File: src/rtl/mem_model_pkg.sv
// Shared constants and helpers for the memory-model buffering blocks.
package mem_model_pkg;

  localparam int MEM_MODEL_SHOWAHEAD = 1;
  localparam int MEM_MODEL_REGREAD   = 0;

  // Level/pointer width: one extra bit so a full FIFO is distinguishable from empty.
  function automatic int level_width(input int depth);
    return $clog2(depth) + 1;
  endfunction

endpackage

File: src/rtl/mem_model_dpram.sv
// DEPTH x WIDTH storage: synchronous write port, asynchronous read port.
module mem_model_dpram #(
  parameter  int DEPTH = 8,
  parameter  int WIDTH = 44,
  localparam int AW    = $clog2(DEPTH)
) (
  input  logic             clk,
  input  logic             we,
  input  logic [AW-1:0]    waddr,
  input  logic [WIDTH-1:0] wdata,
  input  logic [AW-1:0]    raddr,
  output logic [WIDTH-1:0] rdata
);

  logic [WIDTH-1:0] mem [DEPTH];

  always_ff @(posedge clk) begin
    if (we) mem[waddr] <= wdata;
  end

  assign rdata = mem[raddr];

endmodule

File: src/rtl/mem_model_fifo.sv
// Single-clock FIFO with show-ahead/registered read, programmable thresholds,
// registered level and sticky overflow/underflow flags.
module mem_model_fifo
  import mem_model_pkg::*;
#(
  parameter  int DEPTH = 8,
  parameter  int WIDTH = 44,
  parameter  int FWFT  = MEM_MODEL_SHOWAHEAD,
  localparam int LW    = level_width(DEPTH)
) (
  input  logic             clk,
  input  logic             reset_n,
  input  logic             clr,
  input  logic             write,
  input  logic [WIDTH-1:0] wdata,
  input  logic             read,
  output logic [WIDTH-1:0] rdata,
  output logic             rvalid,
  input  logic [LW-1:0]    afull_thresh,
  input  logic [LW-1:0]    aempty_thresh,
  output logic [LW-1:0]    level,
  output logic             empty,
  output logic             full,
  output logic             almost_full,
  output logic             almost_empty,
  output logic             overflow,
  output logic             underflow
);

  logic [LW-1:0]    wptr;
  logic [LW-1:0]    rptr;
  logic [LW-1:0]    level_next;
  logic [WIDTH-1:0] mem_rdata;
  logic             rd_ok;
  logic             wr_ok;

  // A write at full still goes in when a read frees a slot in the same cycle.
  assign rd_ok      = read & ~empty;
  assign wr_ok      = write & (~full | rd_ok);
  assign level_next = level + LW'(wr_ok) - LW'(rd_ok);

  mem_model_dpram #(
    .DEPTH (DEPTH),
    .WIDTH (WIDTH)
  ) u_dpram (
    .clk   (clk),
    .we    (wr_ok & ~clr),
    .waddr (wptr[LW-2:0]),
    .wdata (wdata),
    .raddr (rptr[LW-2:0]),
    .rdata (mem_rdata)
  );

  // Flags are registered from level_next so they always agree with level.
  always_ff @(posedge clk or negedge reset_n) begin
    if (!reset_n) begin
      wptr         <= '0;
      rptr         <= '0;
      level        <= '0;
      empty        <= 1'b1;
      full         <= 1'b0;
      almost_full  <= 1'b0;
      almost_empty <= 1'b1;
      overflow     <= 1'b0;
      underflow    <= 1'b0;
    end else if (clr) begin
      wptr         <= '0;
      rptr         <= '0;
      level        <= '0;
      empty        <= 1'b1;
      full         <= 1'b0;
      almost_full  <= 1'b0;
      almost_empty <= 1'b1;
      overflow     <= 1'b0;
      underflow    <= 1'b0;
    end else begin
      if (wr_ok) wptr <= wptr + 1'b1;
      if (rd_ok) rptr <= rptr + 1'b1;
      level        <= level_next;
      empty        <= (level_next == '0);
      full         <= (level_next == LW'(DEPTH));
      almost_full  <= (level_next >= afull_thresh);
      almost_empty <= (level_next <= aempty_thresh);
      if (write & ~wr_ok) overflow  <= 1'b1;
      if (read & ~rd_ok)  underflow <= 1'b1;
    end
  end

  generate
    if (FWFT != MEM_MODEL_REGREAD) begin : g_showahead
      assign rdata  = mem_rdata;
      assign rvalid = ~empty;
    end else begin : g_regread
      logic [WIDTH-1:0] rdata_q;
      logic             rvalid_q;

      // rdata holds across clr and idle cycles; only rvalid is cleared.
      always_ff @(posedge clk or negedge reset_n) begin
        if (!reset_n) begin
          rdata_q  <= '0;
          rvalid_q <= 1'b0;
        end else if (clr) begin
          rvalid_q <= 1'b0;
        end else begin
          rvalid_q <= rd_ok;
          if (rd_ok) rdata_q <= mem_rdata;
        end
      end

      assign rdata  = rdata_q;
      assign rvalid = rvalid_q;
    end
  endgenerate

endmodule
File: config.mk
export PLATFORM = sky130hd
export DESIGN_NAME = mem_model_fifo
export DESIGN_NICKNAME = d
export VERILOG_FILES = /design/src/rtl/mem_model_pkg.sv /design/src/rtl/mem_model_dpram.sv /design/src/rtl/mem_model_fifo.sv
export SDC_FILE = /design/constraint.sdc
export NUM_CORES = 1
export LEC_CHECK = 0
export BUFFER_PORTS_ARGS = -buffer_cell sky130_fd_sc_hd__buf_4
export CAP_MARGIN = 20
export CORE_UTILIZATION = 45
export CTS_CLUSTER_DIAMETER = 40
export DETAILED_ROUTE_END_ITERATION = 8
export PLACE_DENSITY = 0.71
export SYNTH_ARGS = -nofsm -noshare
export SYNTH_HDL_FRONTEND = slang
export SYNTH_SLANG_ARGS = --single-unit
File: constraint.sdc
create_clock -name clk -period 9.9 [get_ports clk]
set_clock_uncertainty 0.15 [all_clocks]
set_input_delay 1.98 -clock clk [delete_from_list [all_inputs] [get_ports clk]]
set_output_delay 1.98 -clock clk [all_outputs]
set_load 0.01 [all_outputs]
Yosys cells after proc, flatten, opt, wreduce, memory -nomap -nowiden --
Memory sizes are Yosys's and may differ from the RTL's. Cells that the tools add are included. W data, S select, Z words.
Word-level totals: register bits 18, latch bits 0, memory bits (writable) 352, memory bits (read-only) 0, output and inout port bits 55, word-level logic and storage cells 48, memories kept 1
Cells by class: $add $sub $neg 4, multiply operators 0, divide/modulo/power cells 0, magnitude comparators 2, equal/unequal tests 1, shift-type cells 0, muxes and demuxes 15, bitwise logic cells 11, reduce and logical (&&, ||, !) cells 5
Memory list:
- u_dpram.mem | words 8, bits a word 44, read ports 1, clocked after Yosys merged registers in 0, write ports 1, RTL line mem_model_dpram.sv:15 | logic [WIDTH-1:0] mem [DEPTH];
Operator list (number):
- $mux W4 | 5
- $mux W1 | 10
- $add A4 B1 Y4 const B | 2
- $reduce_bool A2 Y1 | 4
- $and A1 B1 Y1 | 5
- $not A1 Y1 | 5
- $add A4 B1 Y4 | 1
- $eq A4 B4 Y1 const B | 1
- $ge A4 B4 Y1 | 1
- $le A4 B4 Y1 | 1
- $logic_not A4 Y1 | 1
- $sub A4 B1 Y4 | 1
- $or A1 B1 Y1 | 1

Longest topological paths before layout --
Gate-level depths: netlist of the first run.
depth after elaboration 8, depth in mapped cells 13, mapped depth without buffers 12

By module --
A second synthesis of the first run with hierarchy kept.
Second synthesis, totals: cells, all modules 617, area total of the unflattened synthesis 14269.9 um2
By module, submodules not included:
- mem_model_dpram | instances 1, cells each 522, area each 13305.3 um2
- mem_model_fifo | instances 1, cells each 95, area each 964.7 um2

Worst setup path before layout of the first run --
Ideal clock, no wire load.
kind input to register, from in read, to mem u_dpram.mem[1][0], enable pin, setup time 500 ps, data arrival time 5885 ps, path slack 3365 ps, stages 5, buffers on the path 1, path through nor2b_1 buf_2 o21ai_2 or3b_2 nor3_1
On the way: cells in the longest elaborated chain, start to end 6
Ends and longest elaborated chain:
- start, declared | RTL line mem_model_fifo.sv:16 | input logic read,
- $and A1 B1 Y1 | RTL line mem_model_fifo.sv:38 | assign rd_ok = read & ~empty;
- $or A1 B1 Y1 | RTL line mem_model_fifo.sv:39 | assign wr_ok = write & (~full | rd_ok);
- $and A1 B1 Y1 | RTL line mem_model_fifo.sv:39
- $and A1 B1 Y1 | RTL line mem_model_fifo.sv:47 | .we (wr_ok & ~clr),
- $mux W1 | RTL line mem_model_dpram.sv:18 | if (we) mem[waddr] <= wdata;
- $mux W1 (implied by the code) | RTL line mem_model_dpram.sv:18
- end, declared | RTL line mem_model_dpram.sv:15
Every way passes these cells.

Final worst setup path of the first run --
from reg rptr[0], to out rdata[31]
On the way: cells in the longest elaborated chain, start to end 1
Ends and longest elaborated chain:
- start, declared | RTL line mem_model_fifo.sv:31 | logic [LW-1:0] rptr;
- start signal, assigned | RTL line mem_model_fifo.sv:78 | if (rd_ok) rptr <= rptr + 1'b1;
- $mem_v2 Z8 W44
- end, declared | RTL line mem_model_fifo.sv:17 | output logic [WIDTH-1:0] rdata,
Every way passes these cells.

==> impl_metrics.csv, run 1 <==
group,metric,value,unit
outcome,status,"finished with violations",
outcome,violations,"DRC",
worst_hold_path,hp-class,"register to register",
place,gp_congestion,0.742,
layout,multiInputGateArea,3070,um2
floorplanning,initial_core_util,0.460,
clock_tree,cts_hold_buf,0,
global_routing,antenna_found_initial,0,
layout,drive_gt1_frac,0.432,
floorplanning,chipWidth,180,um
sta,clock.fmax,192,MHz
global_routing,grt_start_max_net_pins,52,
clock_tree,cts_setup_buffers,0,
setup_path,cp.required,7770,ps
detailed_routing,routedWlPerCell,22.8,um
worst_hold_path,hold_depth,2,
setup_path,cp-start-kind,"register",
sta,period_minus_slack,5200,ps
layout,antennaDiodeCount,0,
floorplanning,chipHeight,180,um
place,hpwl,15200,um
yosys,synth-xor-area-share,0.00555,
sta,hold_viol_final,0,
power,p_leak,0.00564,uW
place,port_buffers,111,
yosys,synth_seq_cells,368,
floorplanning,core_area,30800,um2
detailed_routing,finalWirelength,27100,um
yosys,synthMuxAreaShare,0.177,
yosys,syn_area,14200,um2
clock_tree,cts_root_buf,"clkbuf_16",
layout,final_nets,829,
clock_tree,htree_levels,2,
setup_path,rr_worst_depth,11,
sta,rsz0062_at_grt,"false",
global_routing,grt_pass1_vias,7291,
clock_tree,cts_tree,"yes",
global_routing,track_usage,0.177,
clock_tree,clock_sinks,368,
sta,relSlewSlack,0.441,
yosys,synth_cell_types,33,
yosys,yosysTopAreaCell,"edfxtp_1",
yosys,synthesis.instances,616,
yosys,synth_common_cells,"352 x edfxtp_1, 88 x mux4_2, 43 x mux2_2",
setup_path,r2r_slack,6590,ps
clock_tree,clockBufferDepth,3,
setup_path,crit_fanout,40,
flow_run,maxCapViolations,0,
yosys,synthAdderAreaFrac,0.0111,
detailed_routing,drt_first_pass_iters,9,
sta,worst_pin_slew,839,ps
place,dp.cells,1108,
power,p_per_area,249,nW/um2
yosys,synth_compound_area_frac,0.00723,
clock_tree,clk_latency,530,ps
clock_tree,clk_pin_slew,50,ps
sta,slew_viol_final,0,
setup_path,end_kind,"primary output",
yosys,synth_nets,685,
floorplanning,dieArea,32300,um2
yosys,synth_top_family_by_area,"multiplexers",
global_routing,grt_overflow,0,
floorplanning,rows,64,
power,power,4240,uW
setup_path,worstPathArrival,3070,ps
global_routing,grt_pass1_wl,43100,um
power,ir_drop,0.000197,V
clock_tree,post_cts_resize_count,0,
yosys,yosysSeqAreaShare,0.773,
sta,tns,0,ps
sta,setup-violations-final,0,
yosys,synth.top_cell.area_share,0.745,
clock_tree,cts-buffers-inserted,45,
setup_path,crit_type,"register to primary output",
detailed_routing,num_vias,6458,
layout,syn_to_final_growth,20.3,%
sta,finalCritPeriodShare,0.526,
layout,fill_cells,2299,
detailed_routing,viasPerCell,5.44,
detailed_routing,drtIter0Drc,448,
yosys,yosys_most_used_dff,"edfxtp_1",
layout,seqCellArea,11000,um2
detailed_routing,drc_errors,2,
yosys,yosys_warnings,0,
yosys,yosysMostFrequentCell,"edfxtp_1",
yosys,synthArstFlopShare,0.0435,
floorplanning,pin_count,112,
detailed_routing,ant_nets,0,
yosys,yosys-top-cells-area,"edfxtp_1 74%, mux4_2 14%, mux2_2 3.4%",
yosys,synth-simple-area-share,0.0119,
layout,fin_cells,1188,
yosys,synth_edf_count,352,
yosys,synth.avg_cell_area,23.0,um2
kinds of logic (layout without fill, tap and decap cells):
logic type      count (synthesis)  count (layout)
simple gates                   38              38
compound gates                 15              15
fa+ha+maj                      12              12
flops                         368             368
xor+xnor                        9               9
mux                           135             135
buf+inv                        39             215
power by group:
| group | leakage (uW) | total [uW] | internal, uW | switching, uW |
|---|---|---|---|---|
| Clock | 0.000730 | 1650 | 1020 | 625 |
| Sequential | 0.00338 | 1840 | 1790 | 52.5 |
| Combinational | 0.00153 | 755 | 398 | 356 |
| Total | 0.00564 | 4240 | 3210 | 1030 |
placed cells by master (no fill, tap or decap), types with 4 or more instances in the layout:
cell          n
xor2_1        5
nor2_4        6
clkinvlp_4    5
nor2_1       16
edfxtp_1    352
a21oi_1       4
inv_6         4
buf_4       124
dfrtp_1      11
inv_1        11
ha_1         11
clkinv_2      4
clkbuf_16    47
mux2_2       43
mux4_2       88
xnor2_1       4
bufinv_16     6
clkinv_1      6
nand2_1       5
through the flow:
step / hold WS (ps) / utilization / setup WS [ps] / cell area [um2]
finish: 348 / 0.554 / 4700 / 17100
global route: 380 / 0.554 / 4470 / 17100
CTS: 356 / 0.553 / 4060 / 17000
detailed placement: 344 / 0.504 / 4650 / 15500
floorplan: 376 / - / 3360 / 14200
global placement: 340 / 0.504 / 4680 / 15500
final timing paths:
kind | to | start
max | rdata[31] | rptr[0]$_DFFE_PN0P_
min | overflow$_DFFE_PN0P_ | overflow$_DFFE_PN0P_
max in group asynchronous | almost_empty$_DFF_PN1_ | reset_n
max reg2reg | almost_empty$_DFF_PN1_ | empty$_DFF_PN1_
min reg2reg | overflow$_DFFE_PN0P_ | overflow$_DFFE_PN0P_
min in group asynchronous | full$_DFF_PN0_ | reset_n
metal layers:
| metal | global-route usage | share of wire | wire (um) |
|---|---|---|---|
| met2 | 0.317 | 0.52 | 14200 |
| met3 | 0.0330 | 0.049 | 1340 |
| met5 | 0 | 0 | 0 |
| met1 | 0.218 | 0.41 | 11000 |
| met4 | 0.0538 | 0.022 | 587 |
final cells by class:
class,count,share of cell area
clock buffers,50,0.0696
clock inverters,29,0.0195
inverters,11,0.00242
multi-input cells,209,0.180
flip-flops and latches,368,0.643
well taps,396,0.0290
repair buffers,125,0.0561
registers in the layout, summed over array words and instances, names as in the netlist:
register,flops
full,1
almost_empty,1
u_dpram.mem,352
level,4
empty,1
underflow,1
wptr,3
rptr,3
almost_full,1
overflow,1
critical path, cell delays in order, from the launching register on:
cell     delay, ps
dfrtp_4        700
buf_4          760
mux4_2         590
mux2_2         300
buf_4          150
(Power assumes the default switching activity.)
==> run 2, diff against run 1 <==
--- a/config.mk
+++ b/config.mk
@@ -5,6 +5,7 @@
 export SDC_FILE = /design/constraint.sdc
 export NUM_CORES = 1
 export LEC_CHECK = 0
+export ABC_AREA = 1
 export BUFFER_PORTS_ARGS = -buffer_cell sky130_fd_sc_hd__buf_4
 export CAP_MARGIN = 20
 export CORE_UTILIZATION = 45
==> constraint.sdc (replaced) <==
create_clock -name clk -period 5.1 [get_ports clk]
set_clock_uncertainty 0.15 [all_clocks]
set_input_delay 1.02 -clock clk [delete_from_list [all_inputs] [get_ports clk]]
set_output_delay 1.02 -clock clk [all_outputs]
set_load 0.01 [all_outputs]
==> impl_metrics.csv, run 2 <==
group,metric,value,unit
clock_tree,clockBufferDepth,3,
power,netSwitchingFraction,0.278,
yosys,synthArstFlopShare,0.0435,
global_routing,antenna_found_initial,1,
detailed_routing,finalWirelength,31700,um
setup_path,rr_worst_depth,17,
clock_tree,clock_sinks,368,
layout,final_cell_area,17600,um2
detailed_routing,routedWlPerCell,17.6,um
yosys,synth_common_cells,"352 x edfxtp_1, 281 x nor2_1, 166 x o21ai_0",
global_routing,grt_start_max_net_pins,178,
yosys,synth.top_cell.area_share,0.717,
global_routing,grt_overflow,0,
setup_path,crit_fanout,90,
detailed_routing,drt_first_pass_iters,5,
yosys,syn_area,14700,um2
power,clkPwrFrac,0.384,
power,internal_power,6040,uW
floorplanning,pin_count,112,
floorplanning,dieArea,33500,um2
floorplanning,core_area,31900,um2
power,ir_drop,0.000365,V
layout,regMostFlops,"u_dpram.mem",
floorplanning,chipWidth,183,um
clock_tree,cts_root_buf,"clkbuf_16",
layout,largest_reg_flops,352,
layout,top_regs,"u_dpram.mem (352), level (4)",
layout,drive_gt1_frac,0.162,
clock_tree,cts_tree,"yes",
yosys,synth_cell_types,22,
yosys,yosysTopAreaCell,"edfxtp_1",
yosys,yosys_warnings,0,
layout,most-common-layout-cells,"352 x edfxtp_1, 275 x nor2_1, 166 x o21ai_0, 164 x nand2_1, 128 x buf_4",
sta,tns,0,ps
setup_path,cp.required,3930,ps
place,place_area,16100,um2
sta,slew_viol_final,0,
sta,hold_viol_final,0,
setup_path,crit_type,"register to primary output",
yosys,synth.avg_cell_area,12.1,um2
power,p_leak,0.00635,uW
layout,final_nets,1397,
layout,syn_to_final_growth,19.4,%
yosys,synthesis.instances,1215,
detailed_routing,drc_errors,0,
global_routing,grt_pass1_vias,9071,
clock_tree,clk_latency,530,ps
outcome,status,"complete, no violations",
sta,rsz0062_at_grt,"false",
layout,layout_commonest_cell,"edfxtp_1",
setup_path,end_kind,"primary output",
yosys,synth_seq_cells,368,
worst_hold_path,hp-class,"primary input to asynchronous set/reset pin",
clock_tree,clk_pin_slew,50,ps
clock_tree,post_cts_resize_count,0,
setup_path,cp-startpoint,"rptr[1]$_DFFE_PN0P_",
power,p_comb_frac,0.193,
power,power_frac_seq,0.423,
yosys,yosys-top-cells-area,"edfxtp_1 72%, nor2_1 7.2%, o21ai_0 5.6%",
detailed_routing,ant_nets,0,
sta,period_minus_slack,3890,ps
sta,relSlewSlack,0.377,
sta,worst_pin_slew,935,ps
clock_tree,cts-buffers-inserted,45,
floorplanning,initial_core_util,0.463,
global_routing,track_usage,0.190,
detailed_routing,drtIter0Drc,758,
sta,clock.fmax,257,MHz
clock_tree,cts_hold_buf,0,
sta,setup-violations-final,0,
setup_path,r2r_slack,2180,ps
place,hpwl,17300,um
global_routing,grt_pass1_wl,49200,um
clock_tree,htree_levels,2,
floorplanning,chipHeight,183,um
setup_path,rr_endpoint,"almost_full$_DFF_PN0_",
yosys,yosysMostFrequentCell,"edfxtp_1",
floorplanning,rows,65,
setup_path,rr_startpoint,"empty$_DFF_PN1_",
setup_path,worstSetupEndpoint,"rdata[16]",
yosys,yosys_most_used_dff,"edfxtp_1",
detailed_routing,viasPerCell,5.16,
flow_run,maxCapViolations,0,
place,gp_congestion,0.808,
yosys,synth_edf_count,352,
setup_path,worstPathArrival,2720,ps
place,port_buffers,111,
power,p_sw,2320,uW
yosys,synth_nets,1284,
yosys,yosysSeqAreaShare,0.744,
clock_tree,cts_setup_buffers,0,
sta,finalCritPeriodShare,0.764,
setup_path,cp-start-kind,"register",
power,p_per_area,475,nW/um2
detailed_routing,num_vias,9285,
-- run 2: metal layers --
layer  global-route usage  share of wire
met4               0.0607          0.018
met2                0.319           0.49
met1                0.252           0.44
met3               0.0349          0.055
met5                    0              0
-- run 2: how the worst min path moves through the flow --
stage | to | slack (ps)
5_1_grt | level[3]$_DFF_PN0_ | 200
3_5_place_dp | underflow$_DFFE_PN0P_ | 350
4_1_cts | level[0]$_DFF_PN0_ | 190
2_1_floorplan | underflow$_DFFE_PN0P_ | 380
6_report | level[1]$_DFF_PN0_ | 200
3_3_place_gp | underflow$_DFFE_PN0P_ | 350
-- run 2: cell type report --
type	instances	area, um2
diodes	2	5.00
clock buffers	54	1180
clock inverters	27	350
fillers	2614	14300
inverters	31	119
multi-input cells	749	3360
flip-flops and latches	368	11000
well taps	435	544
repair buffers	133	1060
-- run 2: cells by family (layout without fill, tap and decap cells) --
| logic type | after synthesis | after routing | synth area share |
|---|---|---|---|
| and+or+nand+nor | 457 | 457 | 0.117 |
| adders and majority gates | 12 | 12 | 0.0107 |
| other | 0 | 2 | 0 |
| AOI/OAI and AO/OA | 280 | 280 | 0.0952 |
| DFF | 368 | 368 | 0.744 |
| buffers and inverters | 98 | 245 | 0.0327 |
-- run 2: power groups by stage --
stage | combinational (uW) | clock [uW] | sequential, uW
after floorplan | 1060 | 0 | 3560
after global placement | 1600 | 0 | 3590
after detailed placement | 1630 | 0 | 3600
after CTS | 1640 | 3260 | 3540
after global routing | 1830 | 3380 | 3550
final | 1620 | 3210 | 3540
-- run 2: per-stage QoR --
step	util	hold slack, ps	instances	setup slack, ps	total power, uW
floorplan	-	376	1215	1070	4620
global placement	0.504	348	1716	1640	5190
detailed placement	0.504	352	1716	1560	5220
CTS	0.552	187	1797	1190	8430
global route	0.552	197	1798	1010	8760
finish	0.552	197	1799	1210	8370
-- run 2: worst max-delay path: stages, from the launching register on --
cell and delay (ps):
dfrtp_4 1020, buf_4 420, o21ai_0 160, o21ai_1 190, nand2_1 70, nand2_1 170
buf_4 140
